`config.mk`:
```
export PLATFORM = sky130hd
export DESIGN_NAME = acc_sched_ctrl_flat
export DESIGN_NICKNAME = d
export VERILOG_FILES = /design/src/rtl/acc_pkg.sv /design/src/rtl/acc_sched_ctrl_if.sv /design/src/rtl/acc_sched_ctrl.sv /design/src/flat_wrapper.sv
export SDC_FILE = /design/constraint.sdc
export NUM_CORES = 1
export LEC_CHECK = 0
export BUFFER_PORTS_ARGS = -buffer_cell sky130_fd_sc_hd__buf_2
export CORE_UTILIZATION = 35
export CTS_CLUSTER_SIZE = 8
export DETAILED_ROUTE_END_ITERATION = 16
export HOLD_SLACK_MARGIN = 0.02
export PLACE_DENSITY_LB_ADDON = 0.15
export RECOVER_POWER = 25
export SKIP_LAST_GASP = 1
export SLEW_MARGIN = 20
export SYNTH_ARGS = -nofsm -noshare
export SYNTH_HDL_FRONTEND = slang
export SYNTH_SLANG_ARGS = --single-unit
```
`constraint.sdc`:
```
create_clock -name clk -period 4.3 [get_ports clk]
set_clock_uncertainty 0.15 [all_clocks]
set_input_delay 0.215 -clock clk [delete_from_list [all_inputs] [get_ports clk]]
set_output_delay 0.215 -clock clk [all_outputs]
set_load 0.05 [all_outputs]
```
`src/rtl/acc_pkg.sv`:
```
// Shared FSRCNN accelerator definitions: the top-level state encoding seen by
// the loader, compute array and output writer.
package acc_pkg;

  typedef enum logic [2:0] {
    ST_IDLE    = 3'd0,
    ST_LOAD    = 3'd1,
    ST_COMPUTE = 3'd2,
    ST_STORE   = 3'd3,
    ST_DONE    = 3'd4
  } acc_state_e;

endpackage

```
`src/rtl/acc_sched_ctrl_if.sv`:
```
// Control/status bundle between the host-side sequencing inputs and acc_sched_ctrl.
// The controller takes the slave view; the host/bench drives through master.
interface acc_sched_ctrl_if #(
  parameter int AW = 8,
  parameter int LW = 4,
  parameter int TW = 8
);
  logic          start;
  logic          abort;
  logic [LW-1:0] cfg_layers;
  logic [TW-1:0] cfg_tiles;
  logic [AW-1:0] cfg_words;
  logic          dl_finish_flg;
  logic          compute_done;
  logic          store_done;

  logic [2:0]    top_level_state;
  logic [AW-1:0] base_a_ra;
  logic [AW-1:0] num_a_rd;
  logic          compute_start;
  logic          store_start;
  logic [LW-1:0] layer_idx;
  logic [TW-1:0] tile_idx;
  logic          busy;
  logic          done;

  modport master (
    output start, abort, cfg_layers, cfg_tiles, cfg_words,
           dl_finish_flg, compute_done, store_done,
    input  top_level_state, base_a_ra, num_a_rd, compute_start, store_start,
           layer_idx, tile_idx, busy, done
  );

  modport slave (
    input  start, abort, cfg_layers, cfg_tiles, cfg_words,
           dl_finish_flg, compute_done, store_done,
    output top_level_state, base_a_ra, num_a_rd, compute_start, store_start,
           layer_idx, tile_idx, busy, done
  );
endinterface

```
`src/rtl/acc_sched_ctrl.sv`:
```
// Top-level FSRCNN sequencer: walks layers x tiles through LOAD -> COMPUTE -> STORE,
// driving the shared state bus and the loader's ping-pong base address. All outputs registered.
module acc_sched_ctrl
  import acc_pkg::*;
#(
  parameter int AW = 8,
  parameter int LW = 4,
  parameter int TW = 8
) (
  input  logic             clk,
  input  logic             rst,
  acc_sched_ctrl_if.slave  bus
);

  localparam logic [AW-1:0] HALF_BASE = AW'(1) << (AW - 1);

  acc_state_e    state;
  logic [LW-1:0] layers_q;
  logic [TW-1:0] tiles_q;
  logic [AW-1:0] words_q;
  logic [LW-1:0] layer_idx;
  logic [TW-1:0] tile_idx;
  logic [AW-1:0] base_q;
  logic          pp;
  logic          ld_arm;
  logic          compute_start;
  logic          store_start;
  logic          busy;
  logic          done;

  always_ff @(posedge clk) begin
    if (rst) begin
      state         <= ST_IDLE;
      layers_q      <= '0;
      tiles_q       <= '0;
      words_q       <= '0;
      layer_idx     <= '0;
      tile_idx      <= '0;
      base_q        <= '0;
      pp            <= 1'b0;
      ld_arm        <= 1'b0;
      compute_start <= 1'b0;
      store_start   <= 1'b0;
      busy          <= 1'b0;
      done          <= 1'b0;
    end else begin
      compute_start <= 1'b0;
      store_start   <= 1'b0;
      done          <= 1'b0;
      if (bus.abort) begin
        state <= ST_IDLE;
        busy  <= 1'b0;
      end else begin
        case (state)
          ST_IDLE: begin
            if (bus.start) begin
              state     <= ST_LOAD;
              busy      <= 1'b1;
              layers_q  <= bus.cfg_layers;
              tiles_q   <= bus.cfg_tiles;
              words_q   <= bus.cfg_words;
              layer_idx <= '0;
              tile_idx  <= '0;
              pp        <= 1'b0;
              base_q    <= '0;
              ld_arm    <= 1'b0;
            end
          end
          ST_LOAD: begin
            // The loader clears its counter a cycle late, so the first LOAD
            // cycle may still see the previous tile's finish flag.
            ld_arm <= 1'b1;
            if (bus.dl_finish_flg && ld_arm) begin
              state         <= ST_COMPUTE;
              compute_start <= 1'b1;
            end
          end
          ST_COMPUTE: begin
            if (bus.compute_done) begin
              state       <= ST_STORE;
              store_start <= 1'b1;
            end
          end
          ST_STORE: begin
            if (bus.store_done) begin
              if (tile_idx < tiles_q || layer_idx < layers_q) begin
                if (tile_idx < tiles_q) begin
                  tile_idx <= tile_idx + TW'(1);
                end else begin
                  layer_idx <= layer_idx + LW'(1);
                  tile_idx  <= '0;
                end
                // Base follows the toggled pp: the new half is the one not just loaded.
                pp     <= ~pp;
                base_q <= pp ? '0 : HALF_BASE;
                ld_arm <= 1'b0;
                state  <= ST_LOAD;
              end else begin
                state <= ST_DONE;
                done  <= 1'b1;
              end
            end
          end
          ST_DONE: begin
            state <= ST_IDLE;
            busy  <= 1'b0;
          end
          default: begin
            state <= ST_IDLE;
            busy  <= 1'b0;
          end
        endcase
      end
    end
  end

  assign bus.top_level_state = state;
  assign bus.base_a_ra       = base_q;
  assign bus.num_a_rd        = words_q;
  assign bus.compute_start   = compute_start;
  assign bus.store_start     = store_start;
  assign bus.layer_idx       = layer_idx;
  assign bus.tile_idx        = tile_idx;
  assign bus.busy            = busy;
  assign bus.done            = done;

endmodule

```
`src/flat_wrapper.sv`:
```
// flat-port wrapper written by rule: the top's interface ports become plain ports
module acc_sched_ctrl_flat import acc_pkg::*;
#(
  parameter int AW = 8,
  parameter int LW = 4,
  parameter int TW = 8
)
  (clk, rst, bus_start, bus_abort, bus_cfg_layers, bus_cfg_tiles, bus_cfg_words, bus_dl_finish_flg, bus_compute_done, bus_store_done, bus_top_level_state, bus_base_a_ra, bus_num_a_rd, bus_compute_start, bus_store_start, bus_layer_idx, bus_tile_idx, bus_busy, bus_done);
  acc_sched_ctrl_if #(.AW(AW), .LW(LW), .TW(TW)) bus_i ();
  input  logic clk;
  input  logic rst;
  input wire logic [$bits(bus_i.start)-1:0] bus_start;
  input wire logic [$bits(bus_i.abort)-1:0] bus_abort;
  input wire logic [$bits(bus_i.cfg_layers)-1:0] bus_cfg_layers;
  input wire logic [$bits(bus_i.cfg_tiles)-1:0] bus_cfg_tiles;
  input wire logic [$bits(bus_i.cfg_words)-1:0] bus_cfg_words;
  input wire logic [$bits(bus_i.dl_finish_flg)-1:0] bus_dl_finish_flg;
  input wire logic [$bits(bus_i.compute_done)-1:0] bus_compute_done;
  input wire logic [$bits(bus_i.store_done)-1:0] bus_store_done;
  output wire logic [$bits(bus_i.top_level_state)-1:0] bus_top_level_state;
  output wire logic [$bits(bus_i.base_a_ra)-1:0] bus_base_a_ra;
  output wire logic [$bits(bus_i.num_a_rd)-1:0] bus_num_a_rd;
  output wire logic [$bits(bus_i.compute_start)-1:0] bus_compute_start;
  output wire logic [$bits(bus_i.store_start)-1:0] bus_store_start;
  output wire logic [$bits(bus_i.layer_idx)-1:0] bus_layer_idx;
  output wire logic [$bits(bus_i.tile_idx)-1:0] bus_tile_idx;
  output wire logic [$bits(bus_i.busy)-1:0] bus_busy;
  output wire logic [$bits(bus_i.done)-1:0] bus_done;
  assign bus_i.start = bus_start;
  assign bus_i.abort = bus_abort;
  assign bus_i.cfg_layers = bus_cfg_layers;
  assign bus_i.cfg_tiles = bus_cfg_tiles;
  assign bus_i.cfg_words = bus_cfg_words;
  assign bus_i.dl_finish_flg = bus_dl_finish_flg;
  assign bus_i.compute_done = bus_compute_done;
  assign bus_i.store_done = bus_store_done;
  assign bus_top_level_state = bus_i.top_level_state;
  assign bus_base_a_ra = bus_i.base_a_ra;
  assign bus_num_a_rd = bus_i.num_a_rd;
  assign bus_compute_start = bus_i.compute_start;
  assign bus_store_start = bus_i.store_start;
  assign bus_layer_idx = bus_i.layer_idx;
  assign bus_tile_idx = bus_i.tile_idx;
  assign bus_busy = bus_i.busy;
  assign bus_done = bus_i.done;
  acc_sched_ctrl #(.AW(AW), .LW(LW), .TW(TW)) u_core (.clk(clk), .rst(rst), .bus(bus_i));
endmodule
```
# ---- Word-level counts from Yosys, hierarchy flattened
# Cells that the tools add are included.
dict set report totals {
  regBits 49
  inputBits 27
  out_inout_bits 35
  word_cells 81
}
dict set report classes {
  mux 32
  bitwise 7
  add_sub_neg 2
  n_reduce_logical 16
  n_eq_ne 9
  magnitude_cmp 2
}
# cell count
set ops {}
lappend ops {{8-bit 2-to-1 mux} 7}
lappend ops {{8-bit one-hot mux with 2 select lines} 2}
lappend ops {{4-bit 2-to-1 mux} 4}
lappend ops {{3-bit 2-to-1 mux} 5}
lappend ops {{3-bit one-hot mux with 4 select lines} 1}
lappend ops {{5-bit AND reduction} 2}
lappend ops {{1-bit 2-to-1 mux} 9}
lappend ops {{3-bit OR reduction} 3}
lappend ops {{8-bit by 1-bit adder with 8-bit output, second input constant} 1}
lappend ops {{8-bit < comparator} 1}
lappend ops {{2-bit inequality test, second input constant} 4}
lappend ops {{4-bit one-hot mux with 2 select lines} 1}
lappend ops {{1-bit NOT} 7}
lappend ops {{3-bit by 2-bit == test with 1-bit output, second input constant} 2}
lappend ops {{6-bit AND reduction} 1}
lappend ops {{4-bit by 1-bit adder with 4-bit output, second input constant} 1}
lappend ops {{4-bit < comparator} 1}
lappend ops {{2-bit by 1-bit inequality test with 1-bit output, second input constant} 2}
lappend ops {{1-bit one-hot mux with 2 select lines} 2}
lappend ops {{4-bit AND reduction} 1}
lappend ops {{4-bit OR reduction} 1}
lappend ops {{3-bit by 1-bit == test with 1-bit output, second input constant} 1}
lappend ops {{3-bit logical NOT} 1}
lappend ops {{1-bit one-hot mux with 3 select lines} 1}
lappend ops {{other kinds (7)} 7}

# ---- Depth between registers and ports, before layout
dict set report depth {
  ltp_word 5
  mapped_depth 8
  mapped_depth_nobuf 7
}

# ---- Least setup slack after synthesis
# Ideal clock, no wire load.
dict set report synth_path {
  kind {register -> register}
  start {register u_core.tile_idx[2] (netlist: u_core.bus.tile_idx[2])}
  end {register u_core.tile_idx[1] (netlist: u_core.bus.tile_idx[1])}
  path_buffers 1
  setup_time_ps 72
  required_ps 4078
  arrival_ps 2234
  synth_period_minus_slack_ps 2456
  path_stages_with_launch 8
  slack_ps 1844
  cell_sequence {dfxtp_1 -> ha_1 -> a211oi_1 -> o21ai_1 -> a21o_1 -> buf_2 -> a221oi_1 -> mux2i_1}
}
dict set report synth_via {
  elab_chain_len 5
  elab_cells_between_ends 8
  cone_classes {1 x order compare; 1 x eq/ne; 4 x mux; 2 x reduce/logical}
}
# element line_no
set synth_lines {}
lappend synth_lines {{start: declaration} acc_sched_ctrl.sv:22} ;# logic [TW-1:0] tile_idx;
lappend synth_lines {{start signal: assignment} acc_sched_ctrl.sv:88} ;# tile_idx <= tile_idx + TW'(1);
lappend synth_lines {{8-bit < comparator *} {acc_sched_ctrl.sv:86, acc_sched_ctrl.sv:87}}
lappend synth_lines {{8-bit 2-to-1 mux} acc_sched_ctrl.sv:87} ;# if (tile_idx < tiles_q) begin
lappend synth_lines {{8-bit 2-to-1 mux} acc_sched_ctrl.sv:86} ;# if (tile_idx < tiles_q || layer_idx < layers_q) begin
lappend synth_lines {{8-bit 2-to-1 mux} acc_sched_ctrl.sv:85} ;# if (bus.store_done) begin
lappend synth_lines {{8-bit one-hot mux with 2 select lines} acc_sched_ctrl.sv:54} ;# case (state)
# Every way passes the cells marked *; elsewhere a longest branch is shown, timed or not. The select of a mux whose other input is x is not followed.
# A chain may end at the register's enable or synchronous reset.

# ---- Final worst setup path
dict set report layout_path {
  start {register u_core.tile_idx[2] (netlist: u_core.bus.tile_idx[2])}
  end {register u_core.tile_idx[0] (netlist: u_core.bus.tile_idx[0])}
}
# Same word-level chain as after synthesis.

==> metrics <==
status=completed; synth unique cells=51; via count=slightly below 2000; Area after DPL=0.00239 mm^2; Starting Density=a little under two fifths; CP Max Fanout=12; IO Port Bufs=54; reg-to-reg critical path startpoint=u_core.bus.tile_idx[2]$_SDFFE_PP0P_; RePlAce Congestion=0.784; Final Instance Area=~0.0027 mm^2; asr flop ratio synth=0%; CTS resizes=0; total congestion overflow=0; # nets final=366; Die ar.=0.00636 mm^2; #FFs+latches synth=41; Sw Ratio=28.3%; CTS max path bufs=2; Setup Buffers After CTS=0; Hold Path End=u_core.bus.compute_start$_SDFF_PP0_; Synth Area in XOR/XNOR=0%; CTS root buffer=clkbuf_8; clock share of power=37.8%; synthesized area per cell=8.24 um^2; commonest non-fill, non-tap cell in the layout=nand2_1; DP HPWL=3260 um; Internal Power=roughly 0.00061 W; R2R cell count=6; Inserted Clock Buffers=5; most frequent cells in the layout=nand2_1 (52), buf_2 (41), dfxtp_1 (41); worst skew pair latency=0.30 ns; initial antenna violation count=0; CTS tree=built; vias in the first global route=roughly 1800; core area=between 0.005 and 0.006 mm^2; largest family of logic cells by synthesized area=simple AND/OR/NAND/NOR gates; compound-gate portion of the synthesized area=20.4%; Die Y=~80 um; combinational share of power=15.7%; Final Cycle Share=between 50 and 60%; min Tclk post-route=2.33 ns; Setup TNS=0 ns; switching pwr=0.000242 W; first-pass GRT wire length=~8100 um; Mapped Cells=257; DRC=0; pin count of the biggest net entering global routing=30; YS warnings=0; io pins=between 60 and 70; Synth top area share=38.8%; drt first pass iters=4; Fin Hold WS=~0.037 ns; WP data arrival=2.42 ns; Seq/Total Area, Yosys=between 30% and 40%; routed wire length=4850 um; nature of the critical path startpoint=flip-flop; Synth Area in Simple Gates=23.5%; sequential share of power=46.5%; min-delay worst type=primary input to flip-flop; Crit Path Category=flip-flop to flip-flop; VDD IR max=approximately 0.16 mV; die width=79.8 um; WHS Path Cells=3; Final Util=47.6%; max cap viols=0; min-delay src=bus_dl_finish_flg; RSZ-0062 raised after global routing=no; Routed Antenna Nets=0; hold buffers post-CTS=21; Cell Area, Synth=0.00212 mm^2; placed cell count=371; Tot GR Track Use=between 10% and 20%; Slew Limit Fails=0; Data required, critical path=4.40 ns; vias per inst=4.89; PD cells=315 mW/mm^2; final hold vios=0; n_diodes=0; endpoints failing setup=0; Max Fclk=429 MHz; Avg WL per Cell=12.1 um; flop2flop setup slack=1.97 ns; FP Rows=27; Pleak=about 1.1 nW; Clock transition at path regs=about 0.09 ns; Slew @ Worst Pin=0.706 ns; area added between synthesis and finish=27.7%; Worst Setup End Kind=flip-flop; Critical R2R Capture=u_core.bus.tile_idx[0]$_SDFFE_PP0P_; Initial DRC Count=94; Post-synth EDFFs=0; clock sink total=41; final instance count without filler cells=400; mux contribution to synthesized area=1.95%; top cells by area, synth=dfxtp_1 (39%), nand2_1 (9.2%), ha_1 (7.1%), a21oi_1 (6.4%), buf_4 (3.5%); share of cells above drive strength 1=between 20% and 30%; biggest area consumer among synthesized cells=dfxtp_1; Slew HR=52.8%; H-tree depth=2; post-synthesis adder-cell area fraction=7.09%; Top FF cell, synth=dfxtp_1
[synthesized netlist by cell type, types with 2 or more instances]
library cell,n
nand2_1,52
dfxtp_1,41
a21oi_1,27
inv_1,16
nor2_1,15
ha_1,12
buf_4,10
nand3_1,7
clkbuf_1,6
o21ai_0,5
a221o_1,4
and3_1,4
nor2b_1,4
nor3_1,4
buf_2,3
mux2i_1,3
nand4_1,3
or2_2,3
a21o_2,2
and4b_1,2
nand2b_1,2
o211ai_1,2
or3_1,2
[power groups by stage]
stage          clock network, W  registers, W   logic, W
2_1_floorplan                 0      0.000421  0.0000795
5_1_grt                0.000345      0.000398   0.000146
6_report               0.000322      0.000397   0.000134
3_3_place_gp                  0      0.000405   0.000119
3_5_place_dp                  0      0.000406   0.000120
4_1_cts                0.000333      0.000397   0.000135
[critical path, stage by stage (launching register included)]
cell and delay [ns]:
dfxtp_1 0.42, ha_1 0.27, a211oi_1 0.23, o21ai_1 0.13, a21o_1 0.31, nor3_1 0.51
mux2_2 0.25
[routing by layer]
metal | share of wire [%] | routed length (um) | global-route usage (%) | up-vias
li1 | - | - | - | 1018
met1 | 49 | 2350 | 20.9 | 881
met2 | 46 | 2220 | 27.1 | 49
met3 | 4.1 | 199 | 3.20 | 7
met4 | 1.5 | 72 | 6.43 | 0
met5 | 0 | 0 | 0 | -
[metrics by stage]
step	worst slack (ns)	total power [W]
2_1_floorplan	1.84	0.000501
3_3_place_gp	2.03	0.000525
3_5_place_dp	1.97	0.000526
4_1_cts	1.96	0.000865
5_1_grt	1.78	0.000890
6_report	1.97	0.000853
[worst max path at each step]
stage	slack [ns]	endpoint	depth (start not counted)	startpoint
after CTS	1.96	u_core.bus.tile_idx[0]$_SDFFE_PP0P_	6	u_core.bus.tile_idx[2]$_SDFFE_PP0P_
after global placement	2.03	u_core.bus.tile_idx[0]$_SDFFE_PP0P_	6	u_core.bus.tile_idx[2]$_SDFFE_PP0P_
final	1.97	u_core.bus.tile_idx[0]$_SDFFE_PP0P_	6	u_core.bus.tile_idx[2]$_SDFFE_PP0P_
after global routing	1.78	u_core.bus.tile_idx[0]$_SDFFE_PP0P_	6	u_core.bus.tile_idx[2]$_SDFFE_PP0P_
after detailed placement	1.97	u_core.bus.tile_idx[0]$_SDFFE_PP0P_	6	u_core.bus.tile_idx[2]$_SDFFE_PP0P_
after floorplan	1.84	u_core.bus.tile_idx[1]$_SDFFE_PP0P_	7	u_core.bus.tile_idx[2]$_SDFFE_PP0P_
[registers in the layout (all words and copies together), names as in the netlist]
register	flops
u_core.layers_q	4
u_core.bus.tile_idx	8
u_core.bus.num_a_rd	8
u_core.bus.compute_start	1
u_core.bus.done	1
u_core.bus.top_level_state	3
u_core.ld_arm	1
u_core.bus.busy	1
u_core.bus.store_start	1
u_core.tiles_q	8
u_core.bus.layer_idx	4
u_core.bus.base_a_ra	1
[cell type report]
type	count	area (um^2)
fillers	616	2970
multi-input cells	187	1150
flip-flops and latches	41	821
repair buffers	76	472
well taps	72	90.1
clock buffers	5	68.8
inverters	16	60.1
clock inverters	3	46.3
[logic make-up after synthesis]
logic type	count (synthesis)
other	1
AO/OA/AOI/OAI	59
AND/OR/NAND/NOR	105
adder cells (fa/ha/maj)	12
buffers and inverters	35
flip-flops	41
multiplexers	4
(Power assumes the default switching activity.)
